===== config.mk =====
export PLATFORM = sky130hd
export DESIGN_NAME = pipe_hazard_unit
export DESIGN_NICKNAME = d
export VERILOG_FILES = /design/src/rtl/pipe_hazard_unit.sv
export SDC_FILE = /design/constraint.sdc
export NUM_CORES = 1
export LEC_CHECK = 0
export CAP_MARGIN = 20
export CELL_PAD_IN_SITES_DETAIL_PLACEMENT = 1
export CELL_PAD_IN_SITES_GLOBAL_PLACEMENT = 1
export CORE_UTILIZATION = 34
export CTS_CLUSTER_DIAMETER = 150
export DETAILED_ROUTE_END_ITERATION = 10
export PLACE_DENSITY_LB_ADDON = 0.1
export SKIP_CTS_REPAIR_TIMING = 1
export SYNTH_ARGS = -nofsm -noshare
export SYNTH_HDL_FRONTEND = slang
export SYNTH_SLANG_ARGS = --single-unit

===== constraint.sdc =====
create_clock -name clk -period 2.68 [get_ports clk]
set_input_delay 0.804 -clock clk [delete_from_list [all_inputs] [get_ports clk]]
set_output_delay 0.804 -clock clk [all_outputs]
set_load 0.05 [all_outputs]

===== src/rtl/pipe_hazard_unit.sv =====
// pipe_hazard_unit: ID-side forwarding selects, load-use stall, MUL freeze and bypassed NZVC flags
module pipe_hazard_unit #(
  parameter int NREG = 32,
  parameter int REG_W = $clog2(NREG),
  parameter int FWD_STAGES = 3,
  parameter int MUL_LAT = 3,
  parameter int ZERO_REG = 31,
  localparam int SEL_W = $clog2(FWD_STAGES + 1)
) (
  input  logic             clk,
  input  logic             reset,
  input  logic             id_valid,
  input  logic [REG_W-1:0] id_rs1,
  input  logic             id_rs1_used,
  input  logic [REG_W-1:0] id_rs2,
  input  logic             id_rs2_used,
  input  logic [REG_W-1:0] id_rd,
  input  logic             id_wr,
  input  logic             id_is_load,
  input  logic             id_is_mul,
  input  logic             id_sets_flags,
  input  logic [3:0]       ex_flags_in,
  output logic [SEL_W-1:0] fwd_sel1,
  output logic [SEL_W-1:0] fwd_sel2,
  output logic             stall,
  output logic             bubble,
  output logic             mul_busy,
  output logic [3:0]       flags_out
);
  localparam int CW = $clog2(MUL_LAT) + 1;
  localparam logic [REG_W-1:0] ZR = REG_W'(ZERO_REG);
  logic [FWD_STAGES:1] st_v, m1, m2;
  logic [REG_W-1:0] st_rd [1:FWD_STAGES];
  logic ld1, sf1, ok1, ok2, luse;
  logic [CW-1:0] mul_cnt;
  logic [3:0] flags_q;
  assign ok1 = id_rs1_used && id_rs1 != ZR;
  assign ok2 = id_rs2_used && id_rs2 != ZR;
  // a load sitting in EX has no result yet, so it is never a forwarding source
  for (genvar k = 1; k <= FWD_STAGES; k++) begin : g_match
    assign m1[k] = ok1 && st_v[k] && st_rd[k] == id_rs1 && !(k == 1 && ld1);
    assign m2[k] = ok2 && st_v[k] && st_rd[k] == id_rs2 && !(k == 1 && ld1);
  end
  always_comb begin
    fwd_sel1 = '0;
    fwd_sel2 = '0;
    for (int i = FWD_STAGES; i >= 1; i--) begin
      fwd_sel1 = m1[i] ? SEL_W'(i) : fwd_sel1;
      fwd_sel2 = m2[i] ? SEL_W'(i) : fwd_sel2;
    end
  end
  assign mul_busy = mul_cnt != '0;
  assign luse = !mul_busy && id_valid && st_v[1] && ld1 &&
                ((ok1 && st_rd[1] == id_rs1) || (ok2 && st_rd[1] == id_rs2));
  assign stall = mul_busy || luse;
  assign bubble = luse;
  assign flags_out = sf1 ? ex_flags_in : flags_q;
  always_ff @(posedge clk or posedge reset) begin
    if (reset) begin
      st_v <= '0;
      for (int i = 1; i <= FWD_STAGES; i++) st_rd[i] <= '0;
      ld1 <= 1'b0;
      sf1 <= 1'b0;
      mul_cnt <= '0;
      flags_q <= '0;
    end else if (mul_busy) begin
      mul_cnt <= mul_cnt - CW'(1);
    end else begin
      flags_q <= sf1 ? ex_flags_in : flags_q;
      for (int i = FWD_STAGES; i >= 2; i--) begin
        st_v[i] <= st_v[i-1];
        st_rd[i] <= st_rd[i-1];
      end
      st_v[1] <= !luse && id_valid && id_wr && id_rd != ZR;
      st_rd[1] <= id_rd;
      ld1 <= !luse && id_is_load;
      sf1 <= !luse && id_valid && id_sets_flags;
      mul_cnt <= (!luse && id_valid && id_is_mul) ? CW'(MUL_LAT - 1) : '0;
    end
  end
endmodule

**Word-level counts from Yosys, hierarchy flattened**

Cells that the tools add are included.

- Bitwise gates (word level): 0
- Magnitude comparators: 0
- Equal/unequal tests: 9
- Reduce and logical (&&, ||, !) cells: 34
- Multiply operators: 0
- Shifts and indexed selects: 0
- Div/mod/pow operators: 0
- Multiplexer cells: 9
- Add/sub/neg operators: 1

Operator list:

| kind | number |
|---|---|
| == test 5 bit | 6 |
| logical AND 1 bit | 28 |
| != test 5 bit (second input constant) | 3 |
| 2-to-1 mux 2 bit | 7 |
| 2-to-1 mux 4 bit | 1 |
| logical NOT 1 bit | 3 |
| 2-to-1 mux 3 bit | 1 |
| nonzero test 3 bit | 1 |
| subtractor 3 x 1 -> 3 bit (second input constant) | 1 |
| logical OR 1 bit | 2 |

- Memory bits (read-only): 0
- Memories kept: 0
- Bits in writable memories: 0
- Latch bits: 0
- Register bits: 27
- Output and inout bits: 11

**Depth between registers and ports, before layout**

Gate-level depths: netlist of run 1.

- Depth in word-level cells: 11
- Gate-level depth with buffers: 7

**Worst setup path after synthesis of run 1**

OpenSTA, ideal clock, no wires.

- Kind: input to output
- Start point: input id_rs2[4]
- End point: output fwd_sel2[0]
- Data arrival time: 2531 ps
- Stages: 4
- Setup slack: -655 ps
- Data required time: 1876 ps
- Path through: xor2_1 nor4_1 nand3_1 o31ai_1

- Longest elaborated chain between the ends: 7
- Elaborated cells between the ends (all ways): 15
- Classes of those cells: eq/ne (4); mux (3); reduce/logical (8)

Ends and longest elaborated chain:

| what | line | text |
|---|---|---|
| start: declaration | 15 | `input logic [REG_W-1:0] id_rs2,` |
| != test 5 bit | 38 | `assign ok2 = id_rs2_used && id_rs2 != ZR;` |
| logical AND 1 bit | 38 |  |
| logical AND 1 bit (2 in series) | 42 | `assign m2[k] = ok2 && st_v[k] && st_rd[k] == id_rs2 && !(k == 1 && ld1);` |
| 2-to-1 mux 2 bit (2 in series) | 49 | `fwd_sel2 = m2[i] ? SEL_W'(i) : fwd_sel2;` |
| 2-to-1 mux 2 bit * | 49 |  |
| end: declaration | 24 | `output logic [SEL_W-1:0] fwd_sel2,` |

Every way passes the cells marked *; elsewhere a longest branch is shown, timed or not.

**Final worst setup path of run 1**

- Start point: input id_rs2[4]
- End point: output bubble

- Longest elaborated chain between the ends: 5
- Elaborated cells between the ends (all ways): 6
- Classes of those cells: eq/ne (2); reduce/logical (4)

Ends and longest elaborated chain:

| what | line | text |
|---|---|---|
| != test 5 bit | 38 |  |
| logical AND 1 bit | 38 |  |
| logical AND 1 bit * | 54 | `((ok1 && st_rd[1] == id_rs1) \|\| (ok2 && st_rd[1] == id_rs2));` |
| logical OR 1 bit * | 54 |  |
| logical AND 1 bit * | 53 | `assign luse = !mul_busy && id_valid && st_v[1] && ld1 &&` |
| end: declaration | 26 | `output logic bubble,` |

Marks and branches as above.

==> summary.md, run 1 <==
| Metric | Value |
|---|---|
| CP required | 1.88 ns |
| WS Path Type | in2out |
| Max IR drop VDD | 0.000529 V |
| DR vias/cell | 5.00 |
| Critical Path Sink Type | output pin |
| HP Class | reg2reg |
| Worst-case clock buffer depth | 2 |
| Post-Syn Area | 1570 um^2 |
| Clock network fraction of total power | 9.4% |
| Final hold violations | 0 |
| Die Y-Extent | 69.9 um |
| Crit path buf inv count | 2 |
| Root buffer cell | clkbuf_8 |
| CP Max Fanout | 4 |
| Number of flops mapped to enable cells by yosys | 0 |
| Worst reg2reg path startpoint | st_rd[10]$_DFFE_PP0N_ |
| FF+latch count, synth | 27 |
| Routed wl met3 | 116 um |
| F_max | 0.324 GHz |
| Pwr/cell area | 993 nW/um^2 |
| Drt wl/cell | 16.5 um |
| Syn-to-layout area delta | 55.6% |
| Pleak | 0.00106 uW |
| Crit path from | id_rs2[4] |
| Vias in the first global route | 1434 |
| Detailed placement HPWL | 3300 um |
| ANT cells | 0 |
| Post-synthesis net count | 178 |
| YS warnings | 0 |
| Grt ovf | 0 |
| Largest net degree at the start of global routing | 28 |
| Starting Density | 35.8% |
| Starting DRT DRC Count | 20 |
| Critical-path cell list | buf_2 > xnor2_2 > nand3_1 > or4_4 > a21oi_4 > and3_4 > buf_12 |
| Final period utilization | 115% |
| Post-synth top flop | dfrtp_1 |
| Worst skew pair latency | 0.26 ns |
| Sequential Power Share | 34.9% |
| Combinational power share | 55.7% |
| DRC violations left | 0 |
| Slew @ Worst Pin | 0.372 ns |
| Post-Layout Cell Count | 257 |
| Wl on met1 | 1780 um |
| Min setup slack post-route | -0.411 ns |
| # H-tree levels | 1 |
| WL met2 | 2270 um |
| RSZ-0062 raised after global routing | yes |
| Pins Over Slew Limit | 0 |
| P_sw | 1010 uW |
| Outcome | complete, but fails checks |
| Max-Cap Viols | 0 |
| Dpl ws | -0.754 ns |
| Total routed wirelength | 4230 um |
| Worst-path clk slew | 0.09 ns |
| Nets | 237 |
| Worst clock skew | 0.00316 ns |
| Antenna violations before repair | 0 |
| DR vias | 1286 |
| Ports | 39 |
| Sw frac | 41.8% |
| Final setup violation count | 6 |
| GP Congestion | 0.854 |
| Slew HR | 75.1% |
| Fillers | 470 |
| Crit path DAT | 2.29 ns |
| Critical path's slowest cell | or4_4 |
| Top layer used by detailed routing | met4 |
| P_int | 1410 uW |
| I/O Buffers | 38 |
| Synth Instances | 147 |
| Die area | 4890 um^2 |
| Failing checks | setup timing |
| Cell family with most CP delay | simple AND/OR/NAND/NOR gates |
| Syn Area/Cell | 10.7 um^2 |
| Period minus WS final | 3.09 ns |
| Asr flop ratio synth | 100% |
| Netlist cell types | 27 |
| First-pass GRT wire length | 7230 um |
| Hold wc startpoint | mul_cnt[0]$_DFF_PP0_ |
| Total CTS buffers | 3 |
| CTS tree | done |
| Die width | 69.9 um |
| Drt first pass iters | 4 |
| Final ANT Viol Nets | 0 |
| # rows | 24 |
| Peak per-stage delay on the critical path | 0.58 ns |
| Cells after DPL | 250 |
| Seq/Total Area, Yosys | 43.1% |
| Clk sinks | 27 |
| Startpoint Class | input pin |
| Layout cell share with drive strength beyond 1 | 43.4% |
| Tot GR Track Use | 18.6% |
| Core area | 4380 um^2 |
stage by stage:
stage	total power (uW)	cell area, um^2	TNS [ns]	util (%)	hold WS (ns)
2_1_floorplan	1650	1660	-0.285	-	0.397
3_3_place_gp	2080	2290	-4.19	52.2	0.412
3_5_place_dp	2140	2290	-4.30	52.2	0.417
4_1_cts	2380	2330	-4.36	53.3	0.429
5_1_grt	2580	2440	-2.22	55.7	0.460
6_report	2420	2440	-1.83	55.7	0.424
final cells by class:
class                      count  area, um^2  area share (%)
sequential                    27         676            27.7
inverter                       7        26.3            1.08
tap                           52        65.1            2.67
clock inverter                 1        5.00           0.205
multi-input combinational    110        1020            41.8
timing repair buffer          57         606            24.8
clock buffer                   3        41.3            1.69
synth_stat cells (all sizes together) (2+ instances only):
master / number / area share, %
nand3: 9 / 2.9
o21ai: 2 / 0.88
nor3: 2 / 0.64
buf: 2 / 0.48
o22ai: 2 / 0.80
nor2: 16 / 3.8
dfrtp: 27 / 43
o31ai: 2 / 0.96
nand2b: 2 / 0.80
inv: 7 / 1.7
ha: 3 / 2.4
nand4: 3 / 1.2
mux2: 21 / 15
nand2: 5 / 1.2
nor4: 2 / 0.80
xnor2: 18 / 10
or4: 2 / 1.4
xor2: 12 / 6.7
o21a: 2 / 0.96
and3: 2 / 0.80
layer usage:
metal	global-route usage, %	up-vias
met2	32.7	27
met5	0	-
met4	5.56	0
li1	-	621
met1	24.2	632
met3	1.88	6
cell families after synthesis:
logic type | Yosys count | synth area share, %
muxes | 22 | 15.7
and+or+nand+nor | 43 | 13.6
DFF | 27 | 43.1
AOI/OAI and AO/OA | 12 | 6.07
buffers and inverters | 10 | 2.39
adders and majority gates | 3 | 2.39
xor gates and xnor gates | 30 | 16.8
final timing paths:
path                                         endpoint  slack, ns  cells after the start
worst max-delay path                           bubble      -0.41                      7
worst min-delay path             mul_cnt[0]$_DFF_PP0_       0.42                      1
worst max register to register        ld1$_DFFE_PP0N_       0.68                      7
worst min register to register   mul_cnt[0]$_DFF_PP0_       0.42                      1
max in group asynchronous        mul_cnt[0]$_DFF_PP0_       1.53                      3
min in group asynchronous       st_rd[10]$_DFFE_PP0N_       0.89                      3
sequential cells by signal (all words and copies together) (netlist names):
register	count
flags_q	4
ld1	1
mul_cnt	3
sf1	1
st_rd	15
st_v	3
worst register-to-register path, stage by stage, from the launching register on:
cell and delay [ns]:
dfrtp_1 0.53, xnor2_2 0.15, nand3_1 0.10, or4_4 0.58, a21oi_4 0.20, buf_4 0.13
buf_4 0.12, a31oi_1 0.08
cells in the final DEF, fill, tap and decap left out, types with 2 or more instances in the layout:
cell type        count
xor2_1              10
buf_12               8
nor4_2               2
nand3_1              6
xnor2_2              4
mux2_2              21
dlymetal6s2s_1       4
clkdlybuf4s50_1     15
nand4_1              3
nor3_1               2
buf_4               19
clkbuf_8             3
clkbuf_2             3
ha_1                 3
dfrtp_1             27
buf_6                6
xor2_2               2
inv_1                7
nand2_1              4
nand3_2              2
o31ai_4              2
o22ai_1              2
xnor2_1             14
or4_4                2
nor2_1              15
nand2b_4             2
o21a_4               2
power by group through the flow:
stage          Clock (uW)  Combinational [uW]  Sequential (uW)
2_1_floorplan           0                 897              756
3_3_place_gp            0                1270              814
3_5_place_dp            0                1310              834
4_1_cts               234                1320              829
5_1_grt               246                1460              875
6_report              227                1350              845
No activity file was read; power rests on OpenSTA's default activity.
==> inputs of run 2 (changes only) <==
Settings changed: SETUP_SLACK_MARGIN set to 0.05.
==> run 2 against run 1 <==
Net effect:
- first-iteration DRC count is 15% lower
- critical path depth is the same
- total power up 0.54%
- highest routed layer unchanged
- the run still ends with setup timing left
==> summary.md, run 2 (synthesized netlist as in run 1, its figures left out) <==
| Metric | Value |
|---|---|
| Worst skew pair latency | 0.27 ns (was 0.26 ns) |
| Sequential Power Share | 34.6% (was 34.9%) |
| Antenna violations before repair | 0 (unchanged) |
| Syn-to-layout area delta | 59.8% (was 55.6%) |
| Crit path DAT | 2.26 ns (was 2.29 ns) |
| Nets | 239 (was 237) |
| GP Congestion | 0.800 (was 0.854) |
| Starting DRT DRC Count | 17 (was 20) |
| Worst Hold Path EP | mul_cnt[0]$_DFF_PP0_ (unchanged) |
| WL met2 | 2190 um (was 2270 um) |
| Slew HR | 72.2% (was 75.1%) |
| Min setup slack post-route | -0.386 ns (was -0.411 ns) |
| Starting Density | 35.8% (unchanged) |
| Clock network fraction of total power | 9.4% (about the same) |
| F_max | 0.326 GHz (was 0.324 GHz) |
| Hold Path Depth | 1 (unchanged) |
| Die area | 4890 um^2 (unchanged) |
| Terminus of the critical flop-to-flop path | ld1$_DFFE_PP0N_ (unchanged) |
| Startpoint Class | input pin (unchanged) |
| Total CTS buffers | 3 (unchanged) |
| Wl on met1 | 1930 um (was 1780 um) |
| DR vias/cell | 4.97 (was 5.00) |
| Pwr/cell area | 972 nW/um^2 (was 993 nW/um^2) |
| Drt first pass iters | 2 (was 4) |
| Hold_ws | 0.434 ns (was 0.424 ns) |
| Grt ovf | 0 (unchanged) |
| Die width | 69.9 um (unchanged) |
| Total routed wirelength | 4270 um (was 4230 um) |
| Max-Cap Viols | 0 (unchanged) |
| Fin util | 57.1% (was 55.7%) |
| HP Class | reg2reg (unchanged) |
| Pins Over Slew Limit | 0 (unchanged) |
| Dpl ws | -0.801 ns (was -0.754 ns) |
| First-pass GRT wire length | 6960 um (was 7230 um) |
| CP Max Fanout | 3 (was 4) |
| Layout cell share with drive strength beyond 1 | 46.4% (was 43.4%) |
| Tot GR Track Use | 18.0% (was 18.6%) |
| Max IR drop VDD | 0.000603 V (was 0.000529 V) |
| Worst-path clk slew | 0.09 ns (about the same) |
| Outcome | complete, but fails checks (unchanged) |
| Reg-to-reg slack, setup | 0.74 ns (was 0.68 ns) |
| Final period utilization | 114% (was 115%) |
| Sum Neg Setup Slack | -1.67 ns (was -1.83 ns) |
| RSZ-0062 raised after global routing | yes (unchanged) |
| Final hold violations | 0 (unchanged) |
| Reg with most FFs | st_rd (unchanged) |
| Vias in the first global route | 1396 (was 1434) |
| Drt wl/cell | 16.5 um (about the same) |
| Die Y-Extent | 69.9 um (unchanged) |
| Final setup violation count | 6 (unchanged) |
| CP required | 1.88 ns (about the same) |
| Failing checks | setup timing (unchanged) |
| Final ANT Viol Nets | 0 (unchanged) |
| Hold wc startpoint | mul_cnt[0]$_DFF_PP0_ (unchanged) |
| Max reg flops | 15 (unchanged) |
| Critical Path Sink Type | output pin (unchanged) |
| Detailed placement HPWL | 3310 um (was 3300 um) |
| CTS tree | done (unchanged) |
| DR vias | 1286 (unchanged) |
| Worst reg2reg path startpoint | st_rd[11]$_DFFE_PP0N_ (was st_rd[10]$_DFFE_PP0N_) |
| WS Path Type | in2out (unchanged) |
| Worst clock skew | 0.00346 ns (was 0.00316 ns) |
| # rows | 24 (unchanged) |
| Routed wl met3 | 107 um (was 116 um) |
| Ports | 39 (unchanged) |
| Pleak | 0.00108 uW (was 0.00106 uW) |
| Period minus WS final | 3.07 ns (was 3.09 ns) |
| Fillers | 461 (was 470) |
| Core area | 4380 um^2 (unchanged) |
| R2r worst-path depth | 7 (unchanged) |
| # H-tree levels | 1 (unchanged) |
| Largest net degree at the start of global routing | 28 (unchanged) |
| Sw frac | 41.5% (was 41.8%) |
| Slew @ Worst Pin | 0.415 ns (was 0.372 ns) |
| Worst-case clock buffer depth | 2 (unchanged) |
| P_sw | 1010 uW (about the same) |
| Largest registers | st_rd: 15 flops, flags_q: 4 flops (unchanged) |
| Most common cell after layout, fill and taps aside | dfrtp_1 (unchanged) |
| Top layer used by detailed routing | met4 (unchanged) |
| P_int | 1420 uW (was 1410 uW) |
| Root buffer cell | clkbuf_8 (unchanged) |
| Combinational power share | 56.0% (was 55.7%) |
| DRC violations left | 0 (unchanged) |
| I/O Buffers | 38 (unchanged) |
| ANT cells | 0 (unchanged) |
| Most frequent cells in the layout | dfrtp_1 (27), buf_4 (22), mux2_2 (21) (was dfrtp_1 (27), mux2_2 (21), buf_4 (19)) |
| Clk sinks | 27 (unchanged) |
## run 2: worst max-delay path, cell delays in order
cell     delay (ns)
buf_4          0.14
xnor2_2        0.13
nand3_1        0.09
or4_4          0.58
a21oi_4        0.18
and3_4         0.22
buf_12         0.13
## run 2: power by group through the flow
stage | clock [uW] | sequential [uW] | combinational [uW]
2_1_floorplan | 0 | 756 | 898
3_3_place_gp | 0 | 822 | 1260
3_5_place_dp | 0 | 835 | 1300
4_1_cts | 242 | 824 | 1310
5_1_grt | 262 | 874 | 1470
6_report | 229 | 843 | 1360
## run 2: final cells by class
class | count | area (um^2) | area share [%]
clock buffer | 3 | 41.3 | 1.65
tap | 52 | 65.1 | 2.60
clock inverter | 1 | 5.00 | 0.200
sequential | 27 | 676 | 27.0
inverter | 7 | 26.3 | 1.05
timing repair buffer | 59 | 638 | 25.5
multi-input combinational | 110 | 1050 | 42.1
## run 2: metal layers
layer	global-route usage [%]	vias up
met5	0	-
met4	3.33	0
met3	3.03	4
met2	31.1	21
met1	23.8	634
li1	-	627
## run 2: worst max-delay path by stage
stage | end | cells past startpoint | from
floorplan | bubble | 5 | id_rs1[2]
finish | bubble | 7 | id_rs1[1]
global route | bubble | 7 | id_rs1[1]
global placement | fwd_sel2[1] | 8 | id_rs2[3]
detailed placement | bubble | 7 | id_rs2[2]
CTS | fwd_sel1[1] | 7 | id_rs1[0]
## run 2: metrics by stage
step                      cells  power (uW)  area (um^2)
after floorplan             147        1650         1680
after global routing        259        2610         2500
final                       259        2440         2500
after CTS                   257        2370         2370
after detailed placement    253        2130         2330
after global placement      253        2080         2330
